--- config.mk ---
export PLATFORM = sky130hd
export DESIGN_NAME = lfsr_gen_flat
export DESIGN_NICKNAME = d
export VERILOG_FILES = /design/src/rtl/lfsr_gen_if.sv /design/src/rtl/lfsr_gen.sv /design/src/flat_wrapper.sv
export SDC_FILE = /design/constraint.sdc
export NUM_CORES = 1
export LEC_CHECK = 0
export ABC_AREA = 1
export CAP_MARGIN = 20
export CORE_MARGIN = 5
export CORE_UTILIZATION = 55
export CTS_CLUSTER_DIAMETER = 60
export DETAILED_ROUTE_END_ITERATION = 10
export DONT_BUFFER_PORTS = 1
export PLACE_DENSITY = 0.75
export SLEW_MARGIN = 20
export SYNTH_ARGS = -nofsm -noshare
export SYNTH_HDL_FRONTEND = slang
export SYNTH_SLANG_ARGS = --single-unit
--- constraint.sdc ---
create_clock -name clk -period 1.66 [get_ports clk]
set_input_delay 0.166 -clock clk [delete_from_list [all_inputs] [get_ports clk]]
set_output_delay 0.166 -clock clk [all_outputs]
set_load 0.005 [all_outputs]
--- src/rtl/lfsr_gen_if.sv ---
// Signal bundle between an lfsr_gen pattern generator and its consumer.
// The master drives seed/strobes; the slave (generator) returns state and the serial dump.
interface lfsr_gen_if #(
  parameter int LFSR_WD = 8
);
  logic [LFSR_WD-1:0] seed;
  logic               load;
  logic               enable;
  logic               out_enable;
  logic [LFSR_WD-1:0] state;
  logic               out;
  logic               valid;
  logic               busy;
  logic               wrap;
  logic               lockup;

  modport master (
    output seed, load, enable, out_enable,
    input  state, out, valid, busy, wrap, lockup
  );

  modport slave (
    input  seed, load, enable, out_enable,
    output state, out, valid, busy, wrap, lockup
  );
endinterface

--- src/rtl/lfsr_gen.sv ---
// Parametrised Fibonacci LFSR with seed load, lock-up repair, wrap detection
// and an LSB-first framed serial dump of a snapshot of the state.
module lfsr_gen #(
  parameter int                 LFSR_WD    = 8,
  parameter logic [LFSR_WD-1:0] TAPS       = LFSR_WD'(8'hB8),
  parameter logic [LFSR_WD-1:0] RESET_SEED = LFSR_WD'(8'h01)
) (
  input logic        clk,
  input logic        rst,
  lfsr_gen_if.slave  bus
);

  localparam int                IDX_WD   = $clog2(LFSR_WD);
  localparam logic [IDX_WD-1:0] LAST_IDX = IDX_WD'(LFSR_WD - 1);

  typedef enum logic [0:0] {
    IDLE = 1'b0,
    DUMP = 1'b1
  } fsm_t;

  fsm_t               fsm, fsm_nxt;
  logic [LFSR_WD-1:0] lfsr, lfsr_nxt;
  logic [LFSR_WD-1:0] ref_seed, ref_seed_nxt;
  logic [LFSR_WD-1:0] snap, snap_nxt;
  logic [IDX_WD-1:0]  idx, idx_nxt;
  logic               oe_prev;
  logic               out_bit, out_bit_nxt;
  logic               dump_valid, dump_valid_nxt;
  logic               dump_busy, dump_busy_nxt;
  logic               wrap_pulse, wrap_pulse_nxt;
  logic               lock_pulse, lock_pulse_nxt;
  logic               oe_rise;
  logic [LFSR_WD-1:0] stepped;
  logic [IDX_WD-1:0]  idx_inc;

  function automatic logic feedback(input logic [LFSR_WD-1:0] s);
    return ^(s & TAPS);
  endfunction

  function automatic logic [LFSR_WD-1:0] lfsr_step(input logic [LFSR_WD-1:0] s);
    return {s[LFSR_WD-2:0], feedback(s)};
  endfunction

  assign oe_rise = bus.out_enable & ~oe_prev;
  assign stepped = lfsr_step(lfsr);
  assign idx_inc = idx + IDX_WD'(1'b1);

  // Next-state logic: register update by priority, then dump sequencing.
  always_comb begin
    fsm_nxt        = fsm;
    lfsr_nxt       = lfsr;
    ref_seed_nxt   = ref_seed;
    snap_nxt       = snap;
    idx_nxt        = idx;
    out_bit_nxt    = 1'b0;
    dump_valid_nxt = 1'b0;
    dump_busy_nxt  = 1'b0;
    wrap_pulse_nxt = 1'b0;
    lock_pulse_nxt = 1'b0;

    // A zero seed would lock the register, so it is replaced by RESET_SEED.
    if (bus.load) begin
      if (bus.seed == '0) begin
        lfsr_nxt       = RESET_SEED;
        ref_seed_nxt   = RESET_SEED;
        lock_pulse_nxt = 1'b1;
      end else begin
        lfsr_nxt     = bus.seed;
        ref_seed_nxt = bus.seed;
      end
    end else if (lfsr == '0) begin
      lfsr_nxt       = RESET_SEED;
      lock_pulse_nxt = 1'b1;
    end else if ((fsm == IDLE) && !oe_rise && bus.enable) begin
      lfsr_nxt       = stepped;
      wrap_pulse_nxt = (stepped == ref_seed);
    end else begin
      lfsr_nxt = lfsr;
    end

    case (fsm)
      IDLE: begin
        if (!bus.load && (lfsr != '0) && oe_rise) begin
          fsm_nxt        = DUMP;
          snap_nxt       = lfsr;
          idx_nxt        = '0;
          out_bit_nxt    = lfsr[0];
          dump_valid_nxt = 1'b1;
          dump_busy_nxt  = 1'b1;
        end else begin
          fsm_nxt = IDLE;
        end
      end
      DUMP: begin
        if (idx == LAST_IDX) begin
          fsm_nxt = IDLE;
          idx_nxt = '0;
        end else begin
          idx_nxt        = idx_inc;
          out_bit_nxt    = snap[idx_inc];
          dump_valid_nxt = 1'b1;
          dump_busy_nxt  = 1'b1;
        end
      end
      default: begin
        fsm_nxt = IDLE;
        idx_nxt = '0;
      end
    endcase
  end

  // State and output registers with asynchronous active-low reset.
  always_ff @(posedge clk or negedge rst) begin
    if (!rst) begin
      fsm        <= IDLE;
      lfsr       <= RESET_SEED;
      ref_seed   <= RESET_SEED;
      snap       <= '0;
      idx        <= '0;
      oe_prev    <= 1'b0;
      out_bit    <= 1'b0;
      dump_valid <= 1'b0;
      dump_busy  <= 1'b0;
      wrap_pulse <= 1'b0;
      lock_pulse <= 1'b0;
    end else begin
      fsm        <= fsm_nxt;
      lfsr       <= lfsr_nxt;
      ref_seed   <= ref_seed_nxt;
      snap       <= snap_nxt;
      idx        <= idx_nxt;
      oe_prev    <= bus.out_enable;
      out_bit    <= out_bit_nxt;
      dump_valid <= dump_valid_nxt;
      dump_busy  <= dump_busy_nxt;
      wrap_pulse <= wrap_pulse_nxt;
      lock_pulse <= lock_pulse_nxt;
    end
  end

  assign bus.state  = lfsr;
  assign bus.out    = out_bit;
  assign bus.valid  = dump_valid;
  assign bus.busy   = dump_busy;
  assign bus.wrap   = wrap_pulse;
  assign bus.lockup = lock_pulse;

endmodule
--- src/flat_wrapper.sv ---
// flat-port wrapper written by rule: the top's interface ports become plain ports
module lfsr_gen_flat 
#(
  parameter int                 LFSR_WD    = 8,
  parameter logic [LFSR_WD-1:0] TAPS       = LFSR_WD'(8'hB8),
  parameter logic [LFSR_WD-1:0] RESET_SEED = LFSR_WD'(8'h01)
)
  (clk, rst, bus_seed, bus_load, bus_enable, bus_out_enable, bus_state, bus_out, bus_valid, bus_busy, bus_wrap, bus_lockup);
  lfsr_gen_if #(.LFSR_WD(LFSR_WD)) bus_i ();
  input logic clk;
  input logic rst;
  input wire logic [$bits(bus_i.seed)-1:0] bus_seed;
  input wire logic [$bits(bus_i.load)-1:0] bus_load;
  input wire logic [$bits(bus_i.enable)-1:0] bus_enable;
  input wire logic [$bits(bus_i.out_enable)-1:0] bus_out_enable;
  output wire logic [$bits(bus_i.state)-1:0] bus_state;
  output wire logic [$bits(bus_i.out)-1:0] bus_out;
  output wire logic [$bits(bus_i.valid)-1:0] bus_valid;
  output wire logic [$bits(bus_i.busy)-1:0] bus_busy;
  output wire logic [$bits(bus_i.wrap)-1:0] bus_wrap;
  output wire logic [$bits(bus_i.lockup)-1:0] bus_lockup;
  assign bus_i.seed = bus_seed;
  assign bus_i.load = bus_load;
  assign bus_i.enable = bus_enable;
  assign bus_i.out_enable = bus_out_enable;
  assign bus_state = bus_i.state;
  assign bus_out = bus_i.out;
  assign bus_valid = bus_i.valid;
  assign bus_busy = bus_i.busy;
  assign bus_wrap = bus_i.wrap;
  assign bus_lockup = bus_i.lockup;
  lfsr_gen #(.LFSR_WD(LFSR_WD), .TAPS(TAPS), .RESET_SEED(RESET_SEED)) u_core (.clk(clk), .rst(rst), .bus(bus_i));
endmodule
### After elaboration in Yosys (flattened, before gate mapping)

Cells that the tools add are included.

| operators by class | value |
|---|---|
| bitwise gates (word level) | 3 |
| equality and inequality tests | 3 |
| reduce and logical (&&, ||, !) cells | 12 |
| add/subtract/negate cells | 1 |
| muxes and demuxes | 21 |
| order comparisons | 1 |

Operators with widths:

| operator | number |
|---|---|
| 8-bit two-way mux | 4 |
| 8-bit logical NOT | 2 |
| 1-bit two-way mux | 11 |
| 8-bit == test | 1 |
| 8-bit nonzero test | 1 |
| 8-bit parity | 1 |
| 3-bit two-way mux | 2 |
| 3-bit one-hot mux with 2 select lines | 1 |
| 1-bit logical AND | 4 |
| 3-bit by 4-bit < comparator with 1-bit output (second input constant) | 1 |
| 1-bit one-hot mux with 2 select lines | 2 |
| 3-bit by 1-bit adder with 3-bit output (second input constant) | 1 |
| 1-bit binary-select mux with 3-bit select | 1 |
| 3-bit == test (second input constant) | 1 |
| 3-bit nonzero test | 1 |
| 1-bit logical NOT | 2 |
| 2-bit != test (second input constant) | 1 |
| 1-bit inverter | 2 |
| 2-bit AND reduction | 1 |
| 1-bit bitwise AND | 1 |

| storage, ports and cells | value |
|---|---|
| logic and storage cells | 50 |
| input bits | 13 |
| output and inout bits | 13 |
| register bits | 32 |

### Depth between registers and ports, before layout

| logic depth | value |
|---|---|
| word-level depth | 8 |
| mapped depth | 10 |
| mapped depth without buffers | 10 |

### Worst setup path after synthesis

Ideal clock, no wire load.

| timing | value |
|---|---|
| path kind | reg2reg |
| from | register u_core.lfsr[4] (netlist: u_core.bus.state[4]) |
| to | register u_core.lfsr[7] (netlist: u_core.bus.state[7]) |
| setup slack | 335 ps |
| clock period less this slack | 1325 ps |
| data required time | 1584 ps |
| library setup time | 76 ps |
| stages on the path, launching flop included | 10 |
| data arrival time | 1248 ps |
| path buffers | 1 |
| cell sequence | dfrtp_1 inv_1 ha_1 nand2_1 nor2_2 nand2_4 nand2_4 buf_8 nand2_1 o21ai_1 |

| on the way | value |
|---|---|
| word-level cells in the longest chain between the ends | 3 |
| elaborated cells between the ends (all ways) | 4 |
| those cells by class | mux (2); reduce/logical (2) |

Ends and longest elaborated chain:

| what | RTL line | RTL |
|---|---|---|
| start, declared | lfsr_gen.sv:22 | `logic [LFSR_WD-1:0] lfsr, lfsr_nxt;` |
| start signal, assigned | lfsr_gen.sv:128 | `lfsr <= lfsr_nxt;` |
| 8-bit logical NOT * | lfsr_gen.sv:71 | `end else if (lfsr == '0) begin` |
| 8-bit two-way mux | lfsr_gen.sv:71 |  |
| 8-bit two-way mux | lfsr_gen.sv:62 | `if (bus.load) begin` |

Mark *: on every way between the ends. The rest lies on a longest branch, timed or not.
A chain may end at the register's enable or synchronous reset.

### Worst setup path after layout

| timing | value |
|---|---|
| from | register u_core.lfsr[4] (netlist: u_core.bus.state[4]) |
| to | register u_core.lfsr[5] (netlist: u_core.bus.state[5]) |

| on the way | value |
|---|---|
| word-level cells in the longest chain between the ends | 3 |
| elaborated cells between the ends (all ways) | 5 |
| those cells by class | mux (3); reduce/logical (2) |

Ends and longest elaborated chain:

| what | RTL line |
|---|---|
| 8-bit logical NOT / 8-bit two-way mux (equally long branches) | lfsr_gen.sv:71, lfsr_gen.sv:74 |
| 8-bit two-way mux | lfsr_gen.sv:71 |
| 8-bit two-way mux | lfsr_gen.sv:62 |

Parallel ways exist; a longest one is shown, timed or not. The select of a mux whose other input is x is not followed.

==> results.md <==
- Critical Path Max Stage Delay: 440 ps
- Endpoint class of the critical path: flop
- HPWL after DPL: 2.70 mm
- Buffer depth of the longest clock path: 2
- Num ports: 26
- Starting density of the core: 57.3%
- Met1 track utilization from global routing: 24.3%
- Count of final hold-check violations: 0
- Aggregate global-route resource usage: 21.4%
- Hold buffer count at cts: 11
- Sum Neg Setup Slack: 0 ps
- Largest net degree at the start of global routing: 33
- Input/output buffers: 0
- Multiplexer fraction of the synthesized cell area: 0%
- Layout-stage area growth over the synthesis result: 12.4%
- Number of pins exceeding their max-slew limit in the final report: 0
- Worst-path fanout max: 13
- Area enclosed by the die boundary: 4380 um^2
- Critical path class: flop to flop
- Basic-gate share of the synthesized area counting and, or, nand and nor cells: 35.8%
- # Post-CTS Setup Buffers: 0
- Design area: 1950 um^2
- Initial antenna violation count: 0
- Max-capacitance violation count: 0
- Initial DRC Count: 81
- Number of synthesis warnings: 0
- Fin util: 64.4%
- Crit start category: flop
- Vias per cell: 5.17
- Post-CTS Resized: 0
- Clk root buf: sky130_fd_sc_hd__clkbuf_4
- Via count of the first global-routing pass: 1,577
- Sequential share of the synthesized area: 46.3%
- Data required, critical path: 1950 ps
- Die Y-Extent: 66.2 um
- Cell family with the largest share of critical-path delay: simple AND/OR/NAND/NOR gates
- Largest family of logic cells by synthesized area: simple AND/OR/NAND/NOR gates
- Power per cell area: 1410 nW/um^2
- Met3 Use GR: 6.80%
- Total DRC errors in the routed layout: 0
- Clock skew: 5.95 ps
- Xor and xnor fraction of the mapped netlist area: 2.02%
- Met2 GRT Util: 36.3%
- Placed inst area: 1770 um^2
- Nets: 260
- Worst endpoint data arrival time: 1810 ps
- Setup repair after global routing missed its margin: false
- Global-route wire length before repair: 6.98 mm
- Chip Width: 66.2 um
- Cell with the largest stage delay on the worst path: sky130_fd_sc_hd__dfrtp_1
- Sequence of cells on the critical path: inv_1, ha_1, nand2_1, nor2_2, nand2_4, nand2_4, inv_1, nand2_1, nand2_1, inv_1
- Max rail drop VDD: 0.804 mV
- Placer congestion estimate: 0.826
- Max-Slew Margin vs Limit: 72.8%
- Final setup violation count: 0
- Leakage component of the power: 0.00103 uW
- Diode insertion count for antenna repair: 0
- Num CTS Buffers: 5
- Clock tree from TritonCTS: done
- Clock transition at the register clock pins on the worst setup and hold paths after CTS: 100 ps
- Total length of routed wires: 3.89 mm
- Buf+Inv Stages, Crit Path: 3
- Max H-tree Level: 2
- Core region area: 3030 um^2
- Fmax achieved: 655 MHz
- Final antenna-violating net count: 0
- Least-Margin Pin Slew: 406 ps
- Clock sinks: 32
- Skew-Pair Late Insertion Delay: 340 ps
- Outcome: complete, no violations
- Kind of path behind the tightest hold check: input port to flop
- Clock period minus worst slack: 1530 ps
- Unique cell type count in the Yosys netlist: 27
- Post-synthesis sequential element count: 32
- Post-synthesis instance total: 229
- Mean instance size in the synthesized netlist: 7.58 um^2
- DR WL/cell: 13.5 um
- Fill count: 268
- Cell area after synthesis: 1740 um^2
- Vias after detailed routing: 1,493
- Share of final-layout standard cells stronger than drive strength 1: 10.2%
- Overflow left after global routing: 0
- Global-route layer with the greatest usage: met2
- DRT Pass-1 Iters: 7
- Arithmetic-cell share of the synthesized area counting full adders, half adders and majority gates: 2.16%
- Number of placement rows: 20
- Complex-gate fraction of the synthesized area: 5.26%
- Final cycle utilization of the critical path: 92.0%
- Synthesized Nets: 245
==> logic make-up (layout without fill, tap and decap cells) <==
| group | Yosys count | in the layout |
|---|---|---|
| compound gates | 17 | 17 |
| fa+ha+maj | 3 | 3 |
| xor+xnor | 4 | 4 |
| simple gates | 139 | 139 |
| flops | 32 | 32 |
| buf+inv | 34 | 50 |
==> final timing paths <==
path,end,cells after the start,start,slack [ps]
setup / recovery,u_core.bus.state[5],10,u_core.bus.state[4],130
hold / removal,u_core.snap[7],3,bus_load,20
setup reg to reg,u_core.bus.state[5],10,u_core.bus.state[4],130
hold reg to reg,u_core.snap[1],2,u_core.snap[1],490
max in group asynchronous,u_core.bus.state[0],2,rst,1130
min in group asynchronous,u_core.bus.state[7],2,rst,290
==> cell type report <==
class                   count  area [um^2]  share of cell area, %
flip-flops and latches     32          803                   41.2
well taps                  44         55.1                   2.82
inverters                  28          105                   5.39
repair buffers             14          143                   7.31
multi-input cells         163          786                   40.3
clock buffers               8         58.8                   3.01
==> tightest hold or removal path, cell delays in order <==
cell and delay [ps]:
sky130_fd_sc_hd__nor2_4 50, sky130_fd_sc_hd__nand4_1 70, sky130_fd_sc_hd__nand2_1 40
==> metal layers <==
metal,vias to the layer above,routed length (um)
li1,745,-
met1,700,1620
met2,39,1930
met3,9,248
met4,0,89
met5,-,0
==> power breakdown <==
group | switching (uW) | leakage (uW) | internal (uW) | total (uW)
Clock | 260 | 0.0000326 | 209 | 469
Sequential | 232 | 0.000395 | 1010 | 1250
Combinational | 625 | 0.000603 | 414 | 1040
==> through the flow <==
step	power (uW)	hold WS [ps]	std cells	setup WS (ps)
after CTS	2780	6.82	289	119
after floorplan	2040	-130	229	335
after detailed placement	2260	-129	270	146
final	2750	21.6	289	132
after global placement	2240	-129	270	179
after global routing	3000	9.01	289	6.76
==> synth_stat cells, drive strengths merged <==
cell type	number	area (um^2)
dfrtp	30	751
inv	27	101
or2	1	6.26
clkinv	1	3.75
o21a	1	7.51
ha	3	37.5
a21oi	1	5.00
dfstp	2	52.6
xnor2	4	35.0
nand3b	2	15.0
nand4	9	71.3
buf	6	41.3
nand3	16	85.1
nand2	92	360
nor2	19	83.8
o21ai	15	78.8
==> placed cells by master, fill, tap and decap left out, drive strengths merged <==
master	synthesis	layout
or2	1	1
nand2	92	92
inv	27	27
buf	6	4
xnor2	4	4
o21a	1	1
dfrtp	30	30
o21ai	15	15
clkbuf	0	8
nand3b	2	2
nand4	9	9
ha	3	3
clkinv	1	1
dlygate4sd3	0	10
nand3	16	16
nor2	19	19
a21oi	1	1
dfstp	2	2
==> sequential cells by signal, summed over array words and instances, names as in the netlist <==
name / count
u_core.bus.wrap: 1
u_core.bus.valid: 1
u_core.oe_prev: 1
u_core.bus.state: 8
u_core.bus.lockup: 1
u_core.ref_seed: 8
u_core.bus.out: 1
u_core.snap: 8
u_core.idx: 3
Note: power is estimated with default switching activity, not from simulation.
